### config.mk
export PLATFORM = sky130hd
export DESIGN_NAME = hall_pulse_gen_flat
export DESIGN_NICKNAME = d
export VERILOG_FILES = /design/src/rtl/tacho_pkg.sv /design/src/rtl/hall_pulse_gen_if.sv /design/src/rtl/hall_pulse_gen_pulse_shaper.sv /design/src/rtl/hall_pulse_gen.sv /design/src/flat_wrapper.sv
export SDC_FILE = /design/constraint.sdc
export NUM_CORES = 1
export LEC_CHECK = 0
export ABC_AREA = 1
export BUFFER_PORTS_ARGS = -buffer_cell sky130_fd_sc_hd__buf_2
export CAP_MARGIN = 10
export CELL_PAD_IN_SITES_DETAIL_PLACEMENT = 1
export CELL_PAD_IN_SITES_GLOBAL_PLACEMENT = 1
export CORE_AREA = 2 2 145 147
export DETAILED_ROUTE_END_ITERATION = 12
export DIE_AREA = 0 0 147 149
export PLACE_DENSITY_LB_ADDON = 0.1
export SETUP_SLACK_MARGIN = 0.02
export SYNTH_ARGS = -nofsm -noshare
export SYNTH_HDL_FRONTEND = slang
export SYNTH_HIERARCHICAL = 1
export SYNTH_SLANG_ARGS = --single-unit
export TNS_END_PERCENT = 50
### constraint.sdc
create_clock -name clk -period 5.7 [get_ports clk]
set_input_delay 0.285 -clock clk [delete_from_list [all_inputs] [get_ports clk]]
set_output_delay 0.285 -clock clk [all_outputs]
set_load 0.01 [all_outputs]
### src/rtl/tacho_pkg.sv
// Shared types, constants and helpers for the tachometer family (hall_pulse_gen).
package tacho_pkg;

    typedef enum logic [1:0] {
        IDLE  = 2'd0,
        RUN   = 2'd1,
        DRAIN = 2'd2
    } state_t;

    localparam int unsigned BOUNCE_LEN            = 4;
    localparam int unsigned DEFAULT_WINDOW_CYCLES = 100_000_000;

    // Highest rate whose pulse spacing still fits the pulse plus an equal low time and any preamble.
    function automatic int unsigned max_rate(input int unsigned window_cycles,
                                             input int unsigned pulse_w,
                                             input int unsigned gap);
        return window_cycles / (2 * pulse_w + gap);
    endfunction

endpackage

### src/rtl/hall_pulse_gen_if.sv
// Rate request handshake between a rate source (master) and hall_pulse_gen (slave).
interface hall_pulse_gen_if #(
    parameter int unsigned RATE_W = 16
);
    logic [RATE_W-1:0] rate_i;
    logic              rate_valid;
    logic              rate_ready;

    modport master (output rate_i, output rate_valid, input rate_ready);
    modport slave  (input rate_i, input rate_valid, output rate_ready);
endinterface

### src/rtl/hall_pulse_gen_pulse_shaper.sv
// Turns a one-cycle event strobe into a registered Hall pulse one cycle later.
// With HALL_BOUNCE_EN defined, each pulse is preceded by a 1,0,1,0 bounce preamble.
module pulse_shaper
    import tacho_pkg::*;
#(
    parameter int unsigned PULSE_W = 1
) (
    input  logic clk,
    input  logic rst,
    input  logic fire,
    output logic pulse_out,
    output logic busy
);

`ifdef HALL_BOUNCE_EN
    localparam int unsigned SEQ_LEN = BOUNCE_LEN + PULSE_W;
`else
    localparam int unsigned SEQ_LEN = PULSE_W;
`endif
    localparam int unsigned CNT_W = $clog2(SEQ_LEN + 1);
    localparam logic [CNT_W-1:0] CNT_LOAD = CNT_W'(SEQ_LEN - 1);

    logic [CNT_W-1:0] cnt;
    logic             level_c;

`ifdef HALL_BOUNCE_EN
    logic [CNT_W-1:0] idx_c;

    // Level of the next sequence slot: alternating preamble, then solid high.
    always_comb begin
        idx_c   = CNT_W'(SEQ_LEN) - cnt;
        level_c = (idx_c < CNT_W'(BOUNCE_LEN)) ? ~idx_c[0] : 1'b1;
    end
`else
    assign level_c = 1'b1;
`endif

    // Remaining-slot down-counter and registered pulse level.
    always_ff @(posedge clk) begin
        if (rst) begin
            cnt       <= '0;
            pulse_out <= 1'b0;
            busy      <= 1'b0;
        end else begin
            busy <= fire || (cnt != '0);
            if (fire) begin
                cnt       <= CNT_LOAD;
                pulse_out <= 1'b1;
            end else if (cnt != '0) begin
                cnt       <= cnt - CNT_W'(1);
                pulse_out <= level_c;
            end else begin
                pulse_out <= 1'b0;
            end
        end
    end

endmodule

### src/rtl/hall_pulse_gen.sv
// Hall-sensor emulator: emits exactly `active` evenly spaced pulses per measurement window.
// Optional contact-bounce preamble enabled by defining HALL_BOUNCE_EN.
module hall_pulse_gen
    import tacho_pkg::*;
#(
    parameter int unsigned WINDOW_CYCLES = DEFAULT_WINDOW_CYCLES,
    parameter int unsigned PULSE_W       = 1,
    parameter int unsigned RATE_W        = 16
) (
    input  logic              clk,
    input  logic              rst,
    input  logic              en,
    hall_pulse_gen_if.slave   rate_bus,
    output logic              pulse_out,
    output logic              window_start,
    output logic [RATE_W-1:0] sent_count,
    output logic              sent_valid,
    output logic              rate_clamped,
    output logic              busy
);

`ifdef HALL_BOUNCE_EN
    localparam int unsigned GAP = BOUNCE_LEN;
`else
    localparam int unsigned GAP = 0;
`endif
    localparam int unsigned MAX_RATE = max_rate(WINDOW_CYCLES, PULSE_W, GAP);
    localparam int unsigned WC_W     = $clog2(WINDOW_CYCLES);
    localparam int unsigned ACC_W    = $clog2(2 * WINDOW_CYCLES);

    localparam logic [WC_W-1:0]  WC_LAST     = WC_W'(WINDOW_CYCLES - 1);
    localparam logic [ACC_W-1:0] ACC_WIN     = ACC_W'(WINDOW_CYCLES);
    localparam logic [ACC_W-1:0] ACC_PRELOAD = ACC_W'(WINDOW_CYCLES - 1);

    state_t            state, state_n;
    logic [WC_W-1:0]   wc;
    logic [ACC_W-1:0]  acc;
    logic [RATE_W-1:0] shadow;
    logic [RATE_W-1:0] active;
    logic [RATE_W-1:0] win_cnt;

    logic              running_c;
    logic              wc_zero_c;
    logic              last_c;
    logic [RATE_W-1:0] act_c;
    logic [ACC_W-1:0]  sum_c;
    logic              ev_c;
    logic              shaper_busy;

    // Window position decode and accumulator step; cycle 0 uses the preload and the fresh shadow.
    always_comb begin
        running_c = (state != IDLE);
        wc_zero_c = (wc == '0);
        last_c    = (wc == WC_LAST);
        act_c     = wc_zero_c ? shadow : active;
        sum_c     = (wc_zero_c ? ACC_PRELOAD : acc) + ACC_W'(act_c);
        ev_c      = running_c && (sum_c >= ACC_WIN);
    end

    // State register.
    always_ff @(posedge clk) begin
        if (rst) state <= IDLE;
        else     state <= state_n;
    end

    // Next state: DRAIN finishes the current window unless en comes back.
    always_comb begin
        state_n = state;
        unique case (state)
            IDLE:    if (en) state_n = RUN;
            RUN:     if (!en) state_n = last_c ? IDLE : DRAIN;
            DRAIN: begin
                if (en)          state_n = RUN;
                else if (last_c) state_n = IDLE;
            end
            default: state_n = IDLE;
        endcase
    end

    // Rate handshake: clamp to the non-overlap limit; shadow only reaches active at cycle 0.
    always_ff @(posedge clk) begin
        if (rst) begin
            rate_bus.rate_ready <= 1'b0;
            shadow              <= '0;
            rate_clamped        <= 1'b0;
        end else begin
            rate_bus.rate_ready <= 1'b1;
            if (rate_bus.rate_valid && rate_bus.rate_ready) begin
                if (32'(rate_bus.rate_i) > MAX_RATE) begin
                    shadow       <= RATE_W'(MAX_RATE);
                    rate_clamped <= 1'b1;
                end else begin
                    shadow <= rate_bus.rate_i;
                end
            end
        end
    end

    // Window counter, accumulator, per-window pulse count and status strobes.
    always_ff @(posedge clk) begin
        if (rst) begin
            wc           <= '0;
            acc          <= '0;
            active       <= '0;
            win_cnt      <= '0;
            sent_count   <= '0;
            sent_valid   <= 1'b0;
            window_start <= 1'b0;
            busy         <= 1'b0;
        end else begin
            sent_valid   <= 1'b0;
            window_start <= (state_n != IDLE) && (!running_c || last_c);
            busy         <= (state_n != IDLE) || shaper_busy;
            if (running_c) begin
                wc      <= last_c ? '0 : wc + WC_W'(1);
                acc     <= ev_c ? (sum_c - ACC_WIN) : sum_c;
                win_cnt <= (wc_zero_c ? '0 : win_cnt) + RATE_W'(ev_c);
                if (wc_zero_c) active <= shadow;
                if (last_c) begin
                    sent_count <= win_cnt + RATE_W'(ev_c);
                    sent_valid <= 1'b1;
                end
            end
        end
    end

    pulse_shaper #(
        .PULSE_W (PULSE_W)
    ) u_shaper (
        .clk       (clk),
        .rst       (rst),
        .fire      (ev_c),
        .pulse_out (pulse_out),
        .busy      (shaper_busy)
    );

endmodule

### src/flat_wrapper.sv
// flat-port wrapper written by rule: the top's interface ports become plain ports
module hall_pulse_gen_flat import tacho_pkg::*;
#(
    parameter int unsigned WINDOW_CYCLES = DEFAULT_WINDOW_CYCLES,
    parameter int unsigned PULSE_W       = 1,
    parameter int unsigned RATE_W        = 16
)
  (clk, rst, en, pulse_out, window_start, sent_count, sent_valid, rate_clamped, busy, rate_bus_rate_i, rate_bus_rate_valid, rate_bus_rate_ready);
  hall_pulse_gen_if #(.RATE_W(RATE_W)) rate_bus_i ();
  input  logic clk;
  input  logic rst;
  input  logic en;
  output logic pulse_out;
  output logic window_start;
  output logic [RATE_W-1:0] sent_count;
  output logic sent_valid;
  output logic rate_clamped;
  output logic busy;
  input wire logic [$bits(rate_bus_i.rate_i)-1:0] rate_bus_rate_i;
  input wire logic [$bits(rate_bus_i.rate_valid)-1:0] rate_bus_rate_valid;
  output wire logic [$bits(rate_bus_i.rate_ready)-1:0] rate_bus_rate_ready;
  assign rate_bus_i.rate_i = rate_bus_rate_i;
  assign rate_bus_i.rate_valid = rate_bus_rate_valid;
  assign rate_bus_rate_ready = rate_bus_i.rate_ready;
  hall_pulse_gen #(.WINDOW_CYCLES(WINDOW_CYCLES), .PULSE_W(PULSE_W), .RATE_W(RATE_W)) u_core (.clk(clk), .rst(rst), .en(en), .rate_bus(rate_bus_i), .pulse_out(pulse_out), .window_start(window_start), .sent_count(sent_count), .sent_valid(sent_valid), .rate_clamped(rate_clamped), .busy(busy));
endmodule
==> Word-level counts from Yosys, hierarchy flattened <==
Cells that the tools add are included.
{ "op_classes": {"n_shift": 0, "mul": 0, "muxes": 15, "bitwise": 2, "reduce_logical": 14, "n_lt_le_gt_ge": 1, "n_eq_ne": 3, "div_mod_pow": 0, "addsub": 6} }
{ "ops": {"columns": ["op", "n"], "rows": [
  ["28-bit 2-to-1 mux", 2],
  ["16-bit by 1-bit adder with 16-bit output", 2],
  ["16-bit 2-to-1 mux", 2],
  ["28-bit by 16-bit adder with 28-bit output", 1],
  ["28-bit by 27-bit >= comparator with 1-bit output (second input constant)", 1],
  ["28-bit by 27-bit subtractor with 28-bit output (second input constant)", 1],
  ["27-bit by 1-bit adder with 27-bit output (second input constant)", 1],
  ["27-bit == test (second input constant)", 1],
  ["27-bit logical NOT", 1],
  ["27-bit 2-to-1 mux", 1],
  ["2-bit 2-to-1 mux", 5],
  ["2-bit case mux with 3 select lines", 1],
  ["1-bit 2-to-1 mux", 4],
  ["2-bit nonzero test", 2],
  ["1-bit logical AND", 3],
  ["1-bit logical OR", 3],
  ["3-bit OR reduction", 1],
  ["2-bit by 1-bit == test with 1-bit output (second input constant)", 1],
  ["2-bit == test (second input constant)", 1],
  ["2-bit logical NOT", 1],
  ["1-bit inverter", 2],
  ["2-bit AND reduction", 1],
  ["2-bit OR reduction", 1],
  ["1-bit logical NOT", 1],
  ["1-bit subtractor (second input constant)", 1]
]} }
{ "word_totals": {"reg_bits": 128, "n_memories": 0, "romBits": 0, "latch_bits": 0, "ram_bits": 0, "in_bits": 20, "wordCells": 55, "out_inout_bits": 22} }

==> Depth between registers and ports, before layout <==
Gate-level depths: netlist of run 1.
{ "depth": {"depth_word": 6, "mapped_depth": 52, "depth_no_buf": 47} }

==> Cells and area by module <==
The synthesis of run 1 kept the hierarchy.
{ "modules_own_cells": {"columns": ["mod", "seq_area_each_um2", "cells_per_inst", "n_inst", "area_each_um2"], "rows": [
  ["hall_pulse_gen", 2502.4, 1277, 1, 8003.9],
  ["pulse_shaper", 40.0, 6, 1, 58.8]
]} }

==> Worst setup path before layout of run 1 <==
OpenSTA, ideal clock, no wires.
{ "synth_timing": {"path_type": "register to register", "start": "register u_core.wc[0]", "end": "register u_core.sent_count[14]", "setup_ns": 0.117, "slack_ns": -0.233, "period_less_slack_ns": 5.933, "path_buffers": 5, "required_time_ns": 5.583, "path_stages_with_launch": 49, "arrival_ns": 5.816, "cell_sequence": "dfxtp_1 -> inv_1 -> ha_1 -> nand2_1 -> nor2_1 -> nand2_1 -> nor2_1 -> nand2_2 -> buf_6 -> buf_6 -> clkbuf_1 -> clkbuf_1 -> nor2_1 -> a21oi_1 -> ha_1 -> inv_1 -> fa_1 -> inv_1 -> (+13 left out) -> nor2_1 -> nand4_1 -> nor2_1 -> nand3_1 -> nor2_1 -> nor2_1 -> nand2_1 -> nand2_2 -> buf_6 -> nor2_8 -> ha_1 -> ha_1 -> nand3_1 -> nor3_1 -> nand3_1 -> nor3_1 -> xor2_1 -> a22o_1"} }
{ "synth_via": {"elab_chain_len": 6, "elab_cells_between_ends": 9, "cone_classes": "2 x add/sub; 1 x order compare; 1 x eq/ne; 2 x mux; 3 x reduce/logical"} }
{ "synth_rtl": {"columns": ["element", "line", "text"], "rows": [
  ["start, declared", "hall_pulse_gen.sv:36", "logic [WC_W-1:0] wc;"],
  ["start signal, assigned", "hall_pulse_gen.sv:115", "wc <= last_c ? '0 : wc + WC_W'(1);"],
  ["27-bit logical NOT", "hall_pulse_gen.sv:53", "wc_zero_c = (wc == '0);"],
  ["16-bit 2-to-1 mux", "hall_pulse_gen.sv:55", "act_c = wc_zero_c ? shadow : active;"],
  ["via u_core.act_c[0]", "hall_pulse_gen.sv:45", "logic [RATE_W-1:0] act_c;"],
  ["28-bit by 16-bit adder with 28-bit output", "hall_pulse_gen.sv:56", "sum_c = (wc_zero_c ? ACC_PRELOAD : acc) + ACC_W'(act_c);"],
  ["28-bit by 27-bit >= comparator with 1-bit output", "hall_pulse_gen.sv:57", "ev_c = running_c && (sum_c >= ACC_WIN);"],
  ["1-bit logical AND", "hall_pulse_gen.sv:57", null],
  ["via u_core.ev_c", "hall_pulse_gen.sv:47", "logic ev_c;"],
  ["16-bit by 1-bit adder with 16-bit output", "hall_pulse_gen.sv:120", "sent_count <= win_cnt + RATE_W'(ev_c);"],
  ["end signal, assigned", "hall_pulse_gen.sv:120", null],
  ["end, declared", "hall_pulse_gen.sv:16", "output logic [RATE_W-1:0] sent_count,"]
]} }
The timed path passes the listed nets, and every way through them passes these cells.
A chain may end at the register's enable or synchronous reset.

==> Worst setup path in the final report of run 1 <==
Same ends and word-level chain as after synthesis.

==> results of run 1 <==
[final cells by class]
| type | instances | area (µm²) | share of cell area (%) |
|---|---|---|---|
| flip-flops and latches | 127 | 2550 | 26.3 |
| repair buffers | 87 | 603 | 6.21 |
| clock inverters | 15 | 193 | 1.98 |
| inverters | 183 | 689 | 7.10 |
| well taps | 275 | 344 | 3.54 |
| multi-input cells | 930 | 4900 | 50.5 |
| clock buffers | 17 | 425 | 4.38 |
[power by group]
| group | switching, mW | internal [mW] | leakage (nW) |
|---|---|---|---|
| clock | 0.523 | 0.597 | 0.295 |
| sequential | 0.0288 | 0.934 | 1.04 |
| combinational | 0.680 | 0.344 | 3.14 |
| total | 1.23 | 1.88 | 4.48 |
[routing by layer]
metal	wire length, µm	GRT usage (%)	vias up
met4	311	5.53	0
met5	0	0	-
met3	547	2.81	24
met2	13300	42.9	98
met1	12200	30.4	4019
li1	-	-	4260
[kinds of logic (layout without fill, tap and decap cells)]
kind of cell / count (synthesis) / in the layout / share of synthesized area (%)
adder cells (fa/ha/maj): 26 / 26 / 4.13
AO/OA/AOI/OAI: 202 / 202 / 13.7
buffers and inverters: 226 / 302 / 11.2
flip-flops: 127 / 127 / 31.5
other: 2 / 2 / 0.0931
XOR/XNOR: 22 / 22 / 2.39
AND/OR/NAND/NOR: 678 / 678 / 36.9
[flip-flops by register name, indices dropped and copies added, names as in the netlist, 2 cells and up]
name / cells
u_core/sent_count: 16
u_core/acc: 28
u_core/win_cnt: 16
u_core/active: 16
u_core/state: 2
u_core/shadow: 16
u_core/wc: 27
[path summary, 6_finish.rpt]
check        cells after the start               endpoint
min reg2reg                      2       u_core/active[3]
max reg2reg                     43  u_core/sent_count[14]
min                              2        u_core/state[1]
max                             43  u_core/sent_count[14]
[metrics by stage]
step | cell area, µm² | util, % | setup TNS [ns] | total power [mW] | hold slack (ns)
6_report | 9710 | 47.2 | 0 | 3.11 | 0.0771
3_3_place_gp | 8650 | 42.1 | -0.428 | 1.92 | 0.443
3_5_place_dp | 8650 | 42.1 | -2.72 | 1.93 | 0.448
5_1_grt | 9710 | 47.2 | -6.14 | 3.30 | 0.0742
2_1_floorplan | 8070 | - | 0 | 1.65 | 0.357
4_1_cts | 9310 | 45.3 | 0 | 3.07 | 0.0632
[layout by cell type (no fill, tap or decap), types with 4 or more instances in the layout]
cell type,instances
xnor2_1,7
o21ai_1,12
nor2_4,6
clkbuf_16,18
buf_2,40
a22o_1,7
a31oi_1,4
nor2_1,152
ha_4,5
nand3_1,94
buf_4,42
dfxtp_1,123
nor4_1,6
nand2_4,5
inv_8,4
clkinv_8,7
nand4_1,22
o21ai_0,57
xor2_1,15
nor2_2,11
o211ai_1,6
nand3_2,12
ha_1,19
or2_2,8
nor3_1,14
a21oi_1,98
nand3b_1,9
nand2_2,22
a211oi_1,5
inv_2,25
nand2_1,300
inv_1,154
[worst reg2reg max path, delay by kind of cell, from the launching register on]
family | cells | cell delay (ns)
simple gates | 29 | 3.11
xor+xnor | 1 | 0.09
fa+ha+maj | 6 | 1.18
buf+inv | 5 | 0.43
flops | 1 | 0.35
compound gates | 2 | 0.36
[timing repair]
| item | in CTS | in global routing |
|---|---|---|
| cloned | 0 | 1 |
| setup buffers | 0 | 17 |
| pin swaps | 4 | 42 |
| setup endpoints to repair | 19 | 38 |
| gates resized for setup | 12 | 78 |
==> reports/results.txt, run 1 <==
Final period util = 99.1%
Crit. Startpoint = u_core/wc[0]
Finished Layout Cells = 1,634
H-tree depth = 4
WP buf/inv = 5
CP Capture Type = flip-flop
Die X = 147 µm
remaining antenna violation count after routing = 0
# rows = 53
DR pass1 iterations = 5
Vias = 8,401
Peak supply drop = 0.000213 V
ranking of synthesized cells by area = dfxtp_1 (32%), nand2_1 (14%), inv_1 (7.8%)
initial antenna violation count = 0
Max-Cap Viols = 0
Area growth syn-to-layout = 20.4%
overall routing resource usage = 23.7%
post-synth top area cell = dfxtp_1
Fmax = 0.177 GHz
Ports = 42
P per Cell Area = 320 nW/µm²
top-area cell type share of the netlist area = 31.5%
Place WS = -0.295 ns
asr flop ratio synth = 0%
GPL Wtd Cong = 0.861
EDFF count, synth = 0
Synth Register Bits = 127
clk_lat worst skew = 0.43 ns
maximum clock insertion buffer count = 2
n_diodes = 0
setup ws final = 0.0534 ns
routed wire length = 26,400 µm
CTS sink cnt = 127
most frequent cell after synthesis = nand2_1
TritonCTS Buffers = 17
Top cell by count, worst path = nor2_1
Netlist cell types = 49
FILL cells = 2,743
Vias/cell = 5.14
dpl cells = 1,584
min Tclk post-route = 5.65 ns
# hold bufs at CTS = 0
Critical Path Slowest Stage Cell = fa_2
flop2flop setup slack = 0.05 ns
first-pass GRT wire length = 42,100 µm
clock root buffer = clkbuf_16
Net Count, Synth = 1,329
status = finished clean
Syn Std Cell Area = 8060 µm²
ys flop type = dfxtp_1
CP max stage delay = 0.39 ns
final-stage net count = 1,392
CP startpoint kind = flip-flop
clock tree from TritonCTS = built
Crit Path Class = reg -> reg
WP data arrival = 5.96 ns
sequential share of the synthesized area = 31.5%
Post-DP HPWL = 18,900 µm
Iteration-0 DRC Markers = 306
max_slew headroom = 45.2%
DRC = 0
Synth Area per Inst = 6.28 µm²
routed len/inst = 16.2 µm
Largest delay share family, worst path = simple AND/OR/NAND/NOR gates
hold path startpoint = en
die height = 149 µm
synth cell count leaders = nand2_1 (307), inv_1 (167), nor2_1 (163)
I/O Buffers = 40
crit path max fanout = 14
Max Slew Vio Count = 0
GRT Residual Overflow = 0
Tightest Hold Check Type = in -> reg
die area = 21,900 µm²
Worst-path clk slew = 0.07 ns
worst clock skew = 0.0131 ns
core area = 20,600 µm²
vias in the first global route = 8,294
worst r2r src = u_core/wc[0]
post-synthesis cell count = 1,283
Pleak = 4.48 nW
setup violators final = 0
YS warnings = 6
required time of the critical path = 6.01 ns
ratio of cells with drive above 1 in the final layout = 17.6%
RSZ-0062 raised after global routing = yes
largest net degree at the start of global routing = 58
worst slew pin tran = 0.819 ns
Starting Density = 39.2%
Fin. Hold Viols = 0
Note: power is estimated with default switching activity, not from simulation.
==> run 2, diff against run 1 <==
- SYNTH_HIERARCHICAL: 1 -> unset
==> reports/results.txt, run 2 <==
clock root buffer = clkbuf_16
DR pass1 iterations = 4 (-1)
Crit Path Class = reg -> reg
most frequent cell after synthesis = nand2_1
hold path startpoint = en
asr flop ratio synth = 0% (unchanged)
GRT Residual Overflow = 0 (unchanged)
DRC = 0 (unchanged)
Area growth syn-to-layout = 23.5%
CP max stage delay = 0.33 ns (-0.06 ns)
Die X = 147 µm (unchanged)
die area = 21,900 µm² (unchanged)
worst clock skew = 0.0164 ns (+0.00332 ns)
largest family of logic cells by synthesized area = simple AND/OR/NAND/NOR gates
Vias/cell = 5.05 (-1.8%)
Biggest register = u_core.acc
die height = 149 µm (unchanged)
Synth Register Bits = 127 (unchanged)
YS warnings = 0 (-6)
ranking of synthesized cells by area = dfxtp_1 (32%), nand2_1 (15%), nor2_1 (8.0%)
largest net degree at the start of global routing = 47 (-19%)
Crit. Startpoint = u_core.wc[1]
FILL cells = 2,741 (-0.073%)
commonest cells after routing, fill and taps aside = nand2_1 (285), nor2_1 (155), inv_1 (153), dfxtp_1 (122), nand3_1 (86)
post-synth top area cell = dfxtp_1
synth cell count leaders = nand2_1 (310), nor2_1 (169), inv_1 (163)
Tightest Hold Check Type = in -> reg
most common cell after layout, fill and taps aside = nand2_1
WP data arrival = 5.78 ns (-0.18 ns)
Post-DP HPWL = 17,800 µm (-5.8%)
mux cell area share after synthesis = 0% (unchanged)
Place WS = -0.0742 ns (+0.221 ns)
H-tree depth = 4 (unchanged)
Netlist cell types = 52 (+6.1%)
Peak supply drop = 0.000188 V (-12%)
Worst-path clk slew = 0.06 ns (about the same)
n_diodes = 0 (unchanged)
maximum clock insertion buffer count = 2 (unchanged)
Sw Pwr = 0.986 mW (-20%)
r2r worst-path depth = 47 (+9.3%)
Critical Path Slowest Stage Cell = dfxtp_2
Gate power share = 27.5% (-5.5 points)
Starting Density = 38.8% (-0.44 points)
ys flop type = dfxtp_1
Syn Std Cell Area = 7970 µm² (-1.1%)
routed wire length = 24,800 µm (-5.9%)
crit path max fanout = 8 (-6)
initial antenna violation count = 0 (unchanged)
clock group share of total power = 40.1% (+4.0 points)
Finished Core Util = 47.9% (+0.69 points)
ratio of cells with drive above 1 in the final layout = 20.0% (+2.4 points)
Largest register FFs = 28 (unchanged)
I/O Buffers = 40 (unchanged)
worst slew pin tran = 1.10 ns (+0.277 ns)
first-pass GRT wire length = 40,400 µm (-4.0%)
CP Capture Point = u_core.win_cnt[14]
P_int = 1.94 mW (+3.2%)
Finished Layout Cells = 1,635 (+0.061%)
top-area cell type share of the netlist area = 31.9% (+0.36 points)
max_slew headroom = 26.9% (-18 points)
min Tclk post-route = 5.46 ns (-0.190 ns)
clk_lat worst skew = 0.43 ns (about the same)
TritonCTS Buffers = 17 (unchanged)
post-synthesis simple-gate area fraction = 36.9% (about the same)
sequential power share = 32.5% (+1.5 points)
core area = 20,600 µm² (unchanged)
minimum hold slack = 0.0514 ns (-0.0257 ns)
CP Capture Type = flip-flop
sw frac = 33.8% (-5.9 points)
post-synthesis compound-gate area fraction = 13.7% (-0.018 points)
CTS sink cnt = 127 (unchanged)
Max Slew Vio Count = 0 (unchanged)
Max-Cap Viols = 0 (unchanged)
Synth Area per Inst = 6.25 µm² (-0.50%)
routed len/inst = 15.2 µm (-6.0%)
final-stage net count = 1,393 (+0.072%)
sequential share of the synthesized area = 31.9% (+0.36 points)
Fmax = 0.183 GHz (+3.5%)
EDFF count, synth = 0 (unchanged)
CP startpoint kind = flip-flop
setup ws final = 0.243 ns (+0.190 ns)
status = finished clean
Iteration-0 DRC Markers = 350 (+14%)
overall routing resource usage = 22.8% (-0.89 points)
Ports = 42 (unchanged)
Final period util = 95.7% (-3.3 points)
# hold bufs at CTS = 0 (unchanged)
Reg2Reg Capture Point = u_core.win_cnt[14]
post-synthesis cell count = 1,275 (-0.62%)
Top cell by count, worst path = nand2_2
dpl cells = 1,582 (-0.13%)
RSZ-0062 raised after global routing = yes
# rows = 53 (unchanged)
worst r2r src = u_core.wc[1]
remaining antenna violation count after routing = 0 (unchanged)
Vias = 8,256 (-1.7%)
P per Cell Area = 297 nW/µm² (-7.3%)
biggest regs = u_core.acc (28), u_core.wc (27)
Synth Area in Adders = 4.17% (+0.047 points)
clock tree from TritonCTS = built
vias in the first global route = 8,214 (-0.96%)
setup violators final = 0 (unchanged)
share of the synthesized netlist area taken by xor and xnor gates = 2.42% (+0.027 points)
flop2flop setup slack = 0.24 ns (+0.19 ns)
GPL Wtd Cong = 0.816 (-5.3%)
required time of the critical path = 6.02 ns (about the same)
Pleak = 4.43 nW (-1.1%)
Fin. Hold Viols = 0 (unchanged)
[run 2: cell types whose count changed in the layout (fill, tap and decap cells not counted), sizes merged, moves of 6 or more]
cell    change
a21oi      -30
clkbuf      +6
nand3      -13
nor2       +10
nor3        +9
o21ai      +17
[run 2: layout make-up]
class	instances	area [µm²]	share of cell area [%]
multi-input cells	923	5030	51.1
flip-flops and latches	127	2550	25.9
inverters	190	719	7.30
repair buffers	88	596	6.05
clock buffers	24	482	4.89
well taps	275	344	3.49
clock inverters	8	129	1.31
[run 2: kinds of logic (layout without fill, tap and decap cells)]
kind of cell / Yosys count / in the layout
xor+xnor: 22 / 22
simple gates: 678 / 678
buf+inv: 226 / 310
flops: 127 / 127
compound gates: 195 / 195
fa+ha+maj: 26 / 26
other cells: 1 / 2
[run 2: what timing repair did]
item / 4_1_cts / 5_1_grt
resized for setup: 16 / 128
pin swaps: 8 / 50
setup endpoints to repair: 6 / 21
setup buffers: 5 / 15
gates cloned: 1 / 0
[run 2: metrics by stage]
step                      TNS [ns]  power (mW)  instance area (µm²)
after floorplan                  0        1.47                 7980
after global placement           0        1.66                 8580
after detailed placement    -0.142        1.67                 8580
after CTS                        0        2.87                 9290
after global routing        -0.277        3.09                 9850
final                            0        2.92                 9850
[run 2: worst min-delay path by stage]
| stage | slack, ns | endpoint | depth (start not counted) |
|---|---|---|---|
| after floorplan | 0.36 | u_core.state[1] | 1 |
| after global placement | 0.43 | u_core.sent_count[9] | 2 |
| after detailed placement | 0.44 | u_core.sent_count[11] | 2 |
| after CTS | 0.05 | u_core.state[1] | 2 |
| after global routing | 0.05 | u_core.state[1] | 2 |
| final | 0.05 | u_core.state[1] | 2 |
[run 2: critical path, delay by kind of cell (launching register included)]
family	cells	cell delay, ns
and+or+nand+nor	31	2.99
buffers and inverters	8	0.87
adders and majority gates	5	0.87
DFF	1	0.33
AOI/OAI and AO/OA	3	0.24
[run 2: power groups by stage]
stage	Sequential (mW)	Combinational, mW	Clock, mW
floorplan	0.963	0.502	0
finish	0.949	0.802	1.17
detailed placement	0.967	0.698	0
global placement	0.966	0.689	0
CTS	0.948	0.725	1.19
global route	0.953	0.904	1.23
[run 2: layer usage]
metal | up-vias | track usage [%] | routed length (µm)
met3 | 21 | 3.58 | 637
met4 | 0 | 6.35 | 314
met2 | 88 | 38.8 | 11700
li1 | 4238 | - | -
met5 | - | 0 | 0
met1 | 3909 | 30.2 | 12200
